`src/rtl/riscv_fetch_queue.sv`:
```
// riscv_fetch_queue: in-order instruction fetch with credit-based request issue, FIFO and redirect flush
//   Optional macro: RISCV_FETCH_BYPASS_EN (a response passes straight to decode while the FIFO is empty)
//   Ports:
//     clk, rst (synchronous, active-low)
//     imem_req_valid/imem_req_ready/imem_req_addr : fetch request channel
//     imem_rsp_valid/imem_rsp_data                : in-order response channel
//     redirect_valid/redirect_pc                  : flush and refetch from a new target
//     instr_valid/instr_ready/instr/pc            : decode-side instruction stream
//     occupancy                                   : valid FIFO entries
module riscv_fetch_queue #(
  parameter int XLEN = 32,
  parameter int DEPTH = 4,
  parameter logic [XLEN-1:0] RESET_PC = '0
) (
  input  logic                         clk,
  input  logic                         rst,
  output logic                         imem_req_valid,
  input  logic                         imem_req_ready,
  output logic [XLEN-1:0]              imem_req_addr,
  input  logic                         imem_rsp_valid,
  input  logic [31:0]                  imem_rsp_data,
  input  logic                         redirect_valid,
  input  logic [XLEN-1:0]              redirect_pc,
  output logic                         instr_valid,
  input  logic                         instr_ready,
  output logic [31:0]                  instr,
  output logic [XLEN-1:0]              pc,
  output logic [$clog2(DEPTH):0]       occupancy
);
  localparam int AW = $clog2(DEPTH);
  localparam int CW = AW + 1;
  localparam int DW = 16;
  localparam logic [CW:0] CAP = (CW+1)'(DEPTH);
  localparam logic [XLEN-1:0] ALIGN = ~XLEN'(3);
  logic [XLEN-1:0] fetch_pc, rsp_pc, target;
  logic [31:0] fifo_instr [DEPTH];
  logic [XLEN-1:0] fifo_pc [DEPTH];
  logic [AW-1:0] rd_ptr, wr_ptr;
  logic [CW-1:0] count, outstanding;
  logic [DW-1:0] discard;
  logic has_head, rsp_keep, bypass, accept, push, fifo_pop;
  assign target = redirect_pc & ALIGN;
  assign has_head = count != '0;
  // Responses are in order, so rsp_pc tracks the address of the next non-discarded response.
  assign rsp_keep = imem_rsp_valid && discard == '0;
`ifdef RISCV_FETCH_BYPASS_EN
  assign bypass = rst && rsp_keep && !has_head && !redirect_valid;
`else
  assign bypass = 1'b0;
`endif
  // Credit: every in-flight live request is guaranteed a FIFO slot.
  assign imem_req_valid = rst && !redirect_valid && ({1'b0, count} + {1'b0, outstanding} < CAP);
  assign imem_req_addr = imem_req_valid ? fetch_pc : '0;
  assign accept = imem_req_valid && imem_req_ready;
  assign instr_valid = rst && (has_head || bypass);
  assign instr = !instr_valid ? '0 : has_head ? fifo_instr[rd_ptr] : imem_rsp_data;
  assign pc = !instr_valid ? '0 : has_head ? fifo_pc[rd_ptr] : rsp_pc;
  assign occupancy = count;
  assign fifo_pop = rst && has_head && instr_ready && !redirect_valid;
  assign push = rsp_keep && !redirect_valid && !(bypass && instr_ready);
  always_ff @(posedge clk) begin
    if (!rst) begin
      fetch_pc <= RESET_PC & ALIGN;
      rsp_pc <= RESET_PC & ALIGN;
      rd_ptr <= '0;
      wr_ptr <= '0;
      count <= '0;
      outstanding <= '0;
      discard <= '0;
    end else if (redirect_valid) begin
      fetch_pc <= target;
      rsp_pc <= target;
      rd_ptr <= '0;
      wr_ptr <= '0;
      count <= '0;
      outstanding <= '0;
      // Everything still in flight (live or already stale) is now stale; a same-cycle response retires one.
      discard <= discard + DW'(outstanding) - DW'(imem_rsp_valid);
    end else begin
      if (accept) fetch_pc <= fetch_pc + XLEN'(4);
      if (rsp_keep) rsp_pc <= rsp_pc + XLEN'(4);
      if (push) wr_ptr <= wr_ptr + 1'b1;
      if (fifo_pop) rd_ptr <= rd_ptr + 1'b1;
      count <= count + CW'(push) - CW'(fifo_pop);
      outstanding <= outstanding + CW'(accept) - CW'(rsp_keep);
      if (imem_rsp_valid && !rsp_keep) discard <= discard - 1'b1;
    end
  end
  always_ff @(posedge clk) begin
    if (push) begin
      fifo_instr[wr_ptr] <= imem_rsp_data;
      fifo_pc[wr_ptr] <= rsp_pc;
    end
  end
endmodule

```
`config.mk`:
```
export PLATFORM = sky130hd
export DESIGN_NAME = riscv_fetch_queue
export DESIGN_NICKNAME = d
export VERILOG_FILES = /design/src/rtl/riscv_fetch_queue.sv
export SDC_FILE = /design/constraint.sdc
export NUM_CORES = 1
export LEC_CHECK = 0
export ABC_AREA = 0
export ABC_CLOCK_PERIOD_IN_PS = 9300
export CAP_MARGIN = 25
export CORE_MARGIN = 4
export CORE_UTILIZATION = 37
export CTS_CLUSTER_DIAMETER = 50
export DETAILED_ROUTE_END_ITERATION = 10
export GPL_TIMING_DRIVEN = 0
export PLACE_DENSITY = 0.53
export SLEW_MARGIN = 25
export SYNTH_ARGS = -nofsm -noshare
export SYNTH_HDL_FRONTEND = slang
export SYNTH_SLANG_ARGS = --single-unit
```
`constraint.sdc`:
```
create_clock -name clk -period 9.3 [get_ports clk]
set_clock_uncertainty 0.1 [all_clocks]
set_input_delay 1.86 -clock clk [delete_from_list [all_inputs] [get_ports clk]]
set_output_delay 1.86 -clock clk [all_outputs]
set_load 0.005 [all_outputs]
```
# After elaboration in Yosys (flattened, before gate mapping)
# Memory sizes are Yosys's and may differ from the RTL's. A register that Yosys moved wholly into a read port is not among the register bits.
# Cells that the tools add are included.
# totals
register_bits	90
ramBits	256
mem_count	2
in_bits	70
# mem_list
memory	words	width	rd	rd_clocked_by_memory_dff	wr	line	rtl
fifo_instr	4	32	1	1	1	36	logic [31:0] fifo_instr [DEPTH];
fifo_pc	4	32	1	1	1	37	logic [XLEN-1:0] fifo_pc [DEPTH];
# classes
order_cmp	1
reduce_logical	17
add_sub_neg	12
mux	17
bitwise	1
# ops
op	count
$mux W32	9
$add A32 B3 Y32 const B	2
$mux W16	2
$add A16 B3 Y16	1
$logic_not A16 Y1	1
$sub A16 B1 Y16	1
$sub A16 B1 Y16 const B	1
$logic_and A1 B1 Y1	9
$mux W2	4
$add A3 B1 Y3	2
$reduce_bool A2 Y1	3
$sub A3 B1 Y3	2
$add A2 B1 Y2 const B	2
$add A3 B3 Y4	1
$lt A4 B3 Y1 const B	1
$reduce_bool A3 Y1	1
$logic_not A1 Y1	2
$mux W1	2
$reduce_or A2 Y1	1
$not A1 Y1	1

# Longest topological paths before layout
# Gate-level depths: netlist of run 1.
# logic_depth
word_depth	6
mapped_depth	14
mapped_depth_nobuf	13

# Worst setup path after synthesis of run 1
# No wires, ideal clock.
# synth_timing
path_kind	in2reg
from	input redirect_valid
to	memory fifo_instr[0][0] (enable)
path_buffers	3
required_ns	8.773
setup_slack_ns	4.591
cell_stages	5
arrival_ns	4.182
path_cell_list	buf_6 inv_1 clkbuf_1 clkbuf_1 and3_1
# synth_between
elab_chain_len	4
# synth_rtl
element	line	rtl
start: declaration	22	input logic redirect_valid,
$logic_not A1 Y1	60	assign push = rsp_keep && !redirect_valid && !(bypass && instr_ready);
$logic_and A1 B1 Y1	60	
$mux W1	90	if (push) begin
$mux W1 (not written as such)	91	fifo_instr[wr_ptr] <= imem_rsp_data;
end: declaration	36	
# Every way passes these cells.

# Worst setup path after layout of run 1
# layout_timing
from	input rst
to	output pc[27]
# layout_between
elab_chain_len	2
# layout_rtl
element	line	rtl
start: declaration	16	input logic rst,
$logic_and A1 B1 Y1	55	assign instr_valid = rst && (has_head || bypass);
$mux W32	57	assign pc = !instr_valid ? '0 : has_head ? fifo_pc[rd_ptr] : rsp_pc;
end: declaration	27	output logic [XLEN-1:0] pc,
# Every way passes these cells.

==> results.toml, run 1 <==
[synthesis]
yosys.area.top_type = "edfxtp_1"
synth-edff-count = 248
synthXorXnorAreaFrac_pct = 4.59
synth_compound_area_share_pct = 6.41
ys_ff_latch = 336
ys.flop_type = "edfxtp_1"
muxShareOfSynthArea_pct = 9.50
yosys.area.top_type_share_pct = 48.8
async_flop_share_pct = 0
synth_seq_area_share_pct = 60.3
synthSimpleGateAreaFrac_pct = 11.4
synth_warnings = 0
synth_top_family_by_area = "simple AND/OR/NAND/NOR gates"
synthAdderAreaFrac_pct = 4.49
syn_avg_cell_area_um2 = 13.5
ys_types = 62
netlist_instances = 1133
synthTopCellsByArea = "edfxtp_1 49%, dfxtp_1 12%, mux4_2 9.1%, and3_1 4.6%, ha_1 4.1%"
syn_area_um2 = 15300

[final_layout]
mostFrequentLayoutCell = "edfxtp_1"
syn_to_final_growth_pct = 25.0
n_antenna_cell = 0
final_cell_count_no_fill = 1910
fin_area_um2 = 19100
nets = 1469
fillers = 3690
drive_above_1_share_pct = 11.8
most-common-layout-cells = "248 x edfxtp_1, 162 x clkdlybuf4s50_1, 108 x and3_1"

[clocking]
cts_max_path_buffers = 3
post_cts_buffers = 0
clk_pin_slew_ps = 60
insertion_delay_ps = 570
hold_buffers = 0
cts-buffers-inserted = 42
cts_root_buffer = "clkbuf_16"
cts.sinks = 336
htreeDepth = 2
cts_tree = "done"
cts_resized = 0

[detailed_routing]
via_count = 9945
drtAntennaViolNets = 0
drt_iter0_markers = 650
wl_per_cell_um = 21.6
wl_mm = 41.2
drc = 0
dr.pass1.iters = 5
vias_per_cell = 5.21

[critical_path]
reg2reg_depth = 12
critPathMaxFanout = 10
startpoint_type = "primary input"
end_kind = "primary output"
regToRegEndpoint = "outstanding[2]"
r2r_start = "discard[4]"
rrSetupSlack_ps = 5480
required_ps = 7340
arrival_ps = 3740
crit_type = "primary input to primary output"

[pwr]
p_per_area_nw_per_um2 = 217
p_leak_nw = 6.76
p_total_mw = 4.15
vdd_ir_drop_max_uv = 178

[hold_path]
hold_class = "flop to flop"
hold_depth = 2
holdPathEnd = "wr_ptr[1]"
hold_start = "wr_ptr[1]"

[outcome]
status = "finished clean"

[grt]
grt_pass1_wl_mm = 62.4
grt.total_usage_pct = 18.3
grt_overflow_total = 0
grt_antenna_before_repair = 0
grt_max_degree = 41
grt_pass1_vias = 10200

[floorplanning]
core-area_um2 = 40800
die_area_um2 = 44600
initial_core_util_pct = 37.4
ios = 171
std_cell_rows = 74
dieHeight_um = 211
die_w_um = 211

[sta]
tns_ps = 0
worst_pin_slew_ps = 912
grt_setup_unrepaired = "false"
fmax_ghz = 0.175
setup_slack_ps = 3600
setup_violations = 0
max-slew-margin-rel_pct = 38.9
min_period_over_period_pct = 61.3
drv_slew = 0
period_needed_ps = 5700
hold_viol = 0

[place]
dpl_worst_slack_ps = 3530
place_hpwl_mm = 28.9
dpl_cell_area_um2 = 17700
placed_cells = 1834
port_buffers = 162
routabilityCongestion = 0.839

[job]
max_cap_violations = 0
## per-stage QoR
step | hold slack [ps] | util, %
finish | 416 | 46.7
floorplan | 359 | -
detailed placement | 395 | 43.3
global placement | 380 | 43.0
global route | 448 | 46.7
CTS | 412 | 46.7
## critical path, cell delays in order
cell             delay [ps]
buf_4                   160
clkbuf_2                470
clkbuf_1                490
and3_1                  250
clkdlybuf4s50_1         510
## worst max path at each step
stage | from | endpoint | slack [ps] | depth (start not counted)
2_1_floorplan | redirect_valid | fifo_instr[0][0] | 4590 | 5
3_3_place_gp | imem_rsp_valid | fifo_pc[3][30] | 2370 | 5
3_5_place_dp | rst | pc[27] | 3530 | 5
4_1_cts | rst | pc[27] | 3560 | 5
5_1_grt | rst | instr_valid | 3480 | 6
6_report | rst | pc[27] | 3600 | 5
## layout make-up
class	count	area, um^2	share of cell area [%]
Sequential cell	336	9210	48.2
Multi-Input combinational cell	679	5590	29.3
Timing Repair Buffer	166	1720	8.99
Clock buffer	49	1080	5.64
Tap cell	532	666	3.49
Clock inverter	27	327	1.71
Buffer	64	285	1.49
Inverter	57	219	1.15
## routing by layer
| metal | wire length [um] | vias up | GRT usage, % |
|---|---|---|---|
| li1 | - | 4724 | - |
| met1 | 18800 | 4923 | 25.7 |
| met2 | 19400 | 234 | 29.5 |
| met3 | 1990 | 64 | 3.56 |
| met4 | 1040 | 0 | 4.92 |
| met5 | 0 | - | 0 |
## logic make-up (layout without fill, tap and decap cells)
| kind of cell | count (synthesis) | count (layout) |
|---|---|---|
| xor+xnor | 80 | 80 |
| simple gates | 309 | 309 |
| other cells | 1 | 4 |
| mux | 67 | 67 |
| buf+inv | 121 | 363 |
| fa+ha+maj | 53 | 53 |
| flops | 336 | 336 |
| compound gates | 166 | 166 |
## flip-flops by register name (all words and copies together) (netlist names), named ones only
| name | flops |
|---|---|
| discard | 16 |
| fetch_pc | 30 |
| fifo_instr | 128 |
| fifo_pc | 120 |
| occupancy | 3 |
| outstanding | 3 |
| rd_ptr | 2 |
| rsp_pc | 30 |
| wr_ptr | 2 |
## power breakdown
| group | internal, mW | leakage [nW] | total (mW) | switching, mW |
|---|---|---|---|---|
| combinational | 0.339 | 3.10 | 0.789 | 0.450 |
| sequential | 1.66 | 2.97 | 1.71 | 0.0503 |
| clock | 0.986 | 0.687 | 1.65 | 0.661 |
## synth_stat cells (20+ instances only)
| library cell | instances |
|---|---|
| nand2_1 | 56 |
| nand3_1 | 20 |
| xor2_1 | 33 |
| mux4_2 | 62 |
| dfxtp_1 | 88 |
| edfxtp_1 | 248 |
| a21oi_1 | 73 |
| xnor2_1 | 47 |
| clkbuf_1 | 48 |
| inv_1 | 55 |
| nor2_1 | 42 |
| o21ai_0 | 41 |
| and3_1 | 112 |
| ha_1 | 50 |
Note: power is estimated with default switching activity, not from simulation.
==> run 2, diff against run 1 <==
ABC_CLOCK_PERIOD_IN_PS = 4900   (was 9300)
PLACE_DENSITY = 0.56   (was 0.53)
clock period = 4.9 ns   (was 9.3 ns; I/O delays follow)
==> run 2 against run 1 <==
First-iteration DRC count rose by 16%. Clock-buffer cell count rose by 8. Combinational power rose by 91%. Utilization rose by 0.18 points. Die area did not move. Critical endpoint unchanged.
==> results.toml, run 2 (synthesized netlist as in run 1, its figures left out) <==
[floorplanning]
core-area_um2 = 40800
die_area_um2 = 44600
std_cell_rows = 74
initial_core_util_pct = 37.4
die_w_um = 211
ios = 171
dieHeight_um = 211

[place]
dpl_cell_area_um2 = 17700
dpl_worst_slack_ps = 629
place_hpwl_mm = 29.6
port_buffers = 162
placed_cells = 1835
routabilityCongestion = 0.878

[hold_path]
hold_depth = 2
hold_class = "flop to flop"
holdPathEnd = "wr_ptr[1]"
hold_start = "wr_ptr[1]"

[critical_path]
rrSetupSlack_ps = 1290
arrival_ps = 3140
crit_type = "flop to primary output"
critPathMaxFanout = 10
reg2reg_depth = 12
end_kind = "primary output"
regToRegEndpoint = "outstanding[2]"
startpoint_type = "flop"
r2r_start = "discard[4]"
required_ps = 3820

[detailed_routing]
drtAntennaViolNets = 0
drt_iter0_markers = 754
wl_per_cell_um = 21.8
drc = 0
wl_mm = 41.7
dr.pass1.iters = 5
vias_per_cell = 5.22
via_count = 9980

[clocking]
cts_root_buffer = "clkbuf_16"
cts_resized = 0
cts.sinks = 336
insertion_delay_ps = 530
cts_tree = "done"
hold_buffers = 0
cts-buffers-inserted = 42
clk_pin_slew_ps = 50
htreeDepth = 2
cts_max_path_buffers = 3
post_cts_buffers = 0

[final_layout]
mostFrequentLayoutCell = "edfxtp_1"
top_regs = "fifo_instr x128, fifo_pc x120"
fillers = 3683
most-common-layout-cells = "248 x edfxtp_1, 162 x clkdlybuf4s50_1, 108 x and3_1"
largest_reg_flops = 128
nets = 1470
largest_register = "fifo_instr"
fin_area_um2 = 19200
syn_to_final_growth_pct = 25.5
final_cell_count_no_fill = 1913
drive_above_1_share_pct = 12.0
final_util_pct = 46.9

[job]
max_cap_violations = 0

[outcome]
status = "finished clean"

[sta]
fmax_ghz = 0.237
worst_pin_slew_ps = 925
hold_viol = 0
whs_ps = 414
period_needed_ps = 4220
max-slew-margin-rel_pct = 38.3
setup_slack_ps = 682
min_period_over_period_pct = 86.1
grt_setup_unrepaired = "false"
setup_violations = 0
tns_ps = 0
drv_slew = 0

[grt]
grt_pass1_wl_mm = 61.9
grt_pass1_vias = 10100
grt_overflow_total = 0
grt_antenna_before_repair = 2
grt_max_degree = 42
grt.total_usage_pct = 18.3

[pwr]
vdd_ir_drop_max_uv = 192
p_total_mw = 7.91
p_leak_nw = 6.79
p_per_area_nw_per_um2 = 413
-- run 2: changes by cell type in the layout (fill, tap and decap cells not counted), sizes merged --
| cell | change |
|---|---|
| buf | +1 |
| bufinv | -1 |
| clkbuf | +8 |
| clkinv | -6 |
| clkinvlp | +1 |
| diode | +1 |
| inv | -1 |
-- run 2: final cells by class --
cell class                 instances  area (um^2)  share of cell area (%)
antenna                            1         2.50                  0.0131
inverter                          57          219                    1.14
multi-input combinational        679         5590                    29.2
clock buffer                      57         1200                    6.27
clock inverter                    20          240                    1.25
sequential                       336         9210                    48.1
buffer                            64          284                    1.48
tap                              532          666                    3.47
timing repair buffer             167         1750                    9.14
-- run 2: metal layers --
| metal | vias up | wire length [um] | track usage, % |
|---|---|---|---|
| met5 | - | 0 | 0 |
| met4 | 0 | 864 | 4.67 |
| met3 | 57 | 2410 | 3.62 |
| met2 | 274 | 19600 | 28.7 |
| met1 | 4937 | 18900 | 26.2 |
| li1 | 4712 | - | - |
-- run 2: worst max path at each step --
stage	start	endpoint	slack, ps	depth (start not counted)
floorplan	redirect_valid	fifo_instr[0][0]	1070	5
global placement	imem_rsp_valid	fifo_pc[0][20]	-1150	5
detailed placement	rst	pc[27]	630	5
CTS	flop	pc[22]	590	5
global route	flop	pc[30]	530	5
finish	flop	pc[27]	680	5
-- run 2: power breakdown --
| group | switching, mW | internal [mW] | total [mW] | leakage, nW |
|---|---|---|---|---|
| Combinational | 0.860 | 0.645 | 1.51 | 3.11 |
| Sequential | 0.0963 | 3.15 | 3.25 | 2.97 |
| Clock | 1.21 | 1.95 | 3.16 | 0.702 |
-- run 2: worst max-delay path, stage by stage, from the launching register on --
cell and delay [ps]:
dfxtp_1 300, clkbuf_1 540, buf_2 510, mux4_2 600, and3_1 210, clkdlybuf4s50_1 440
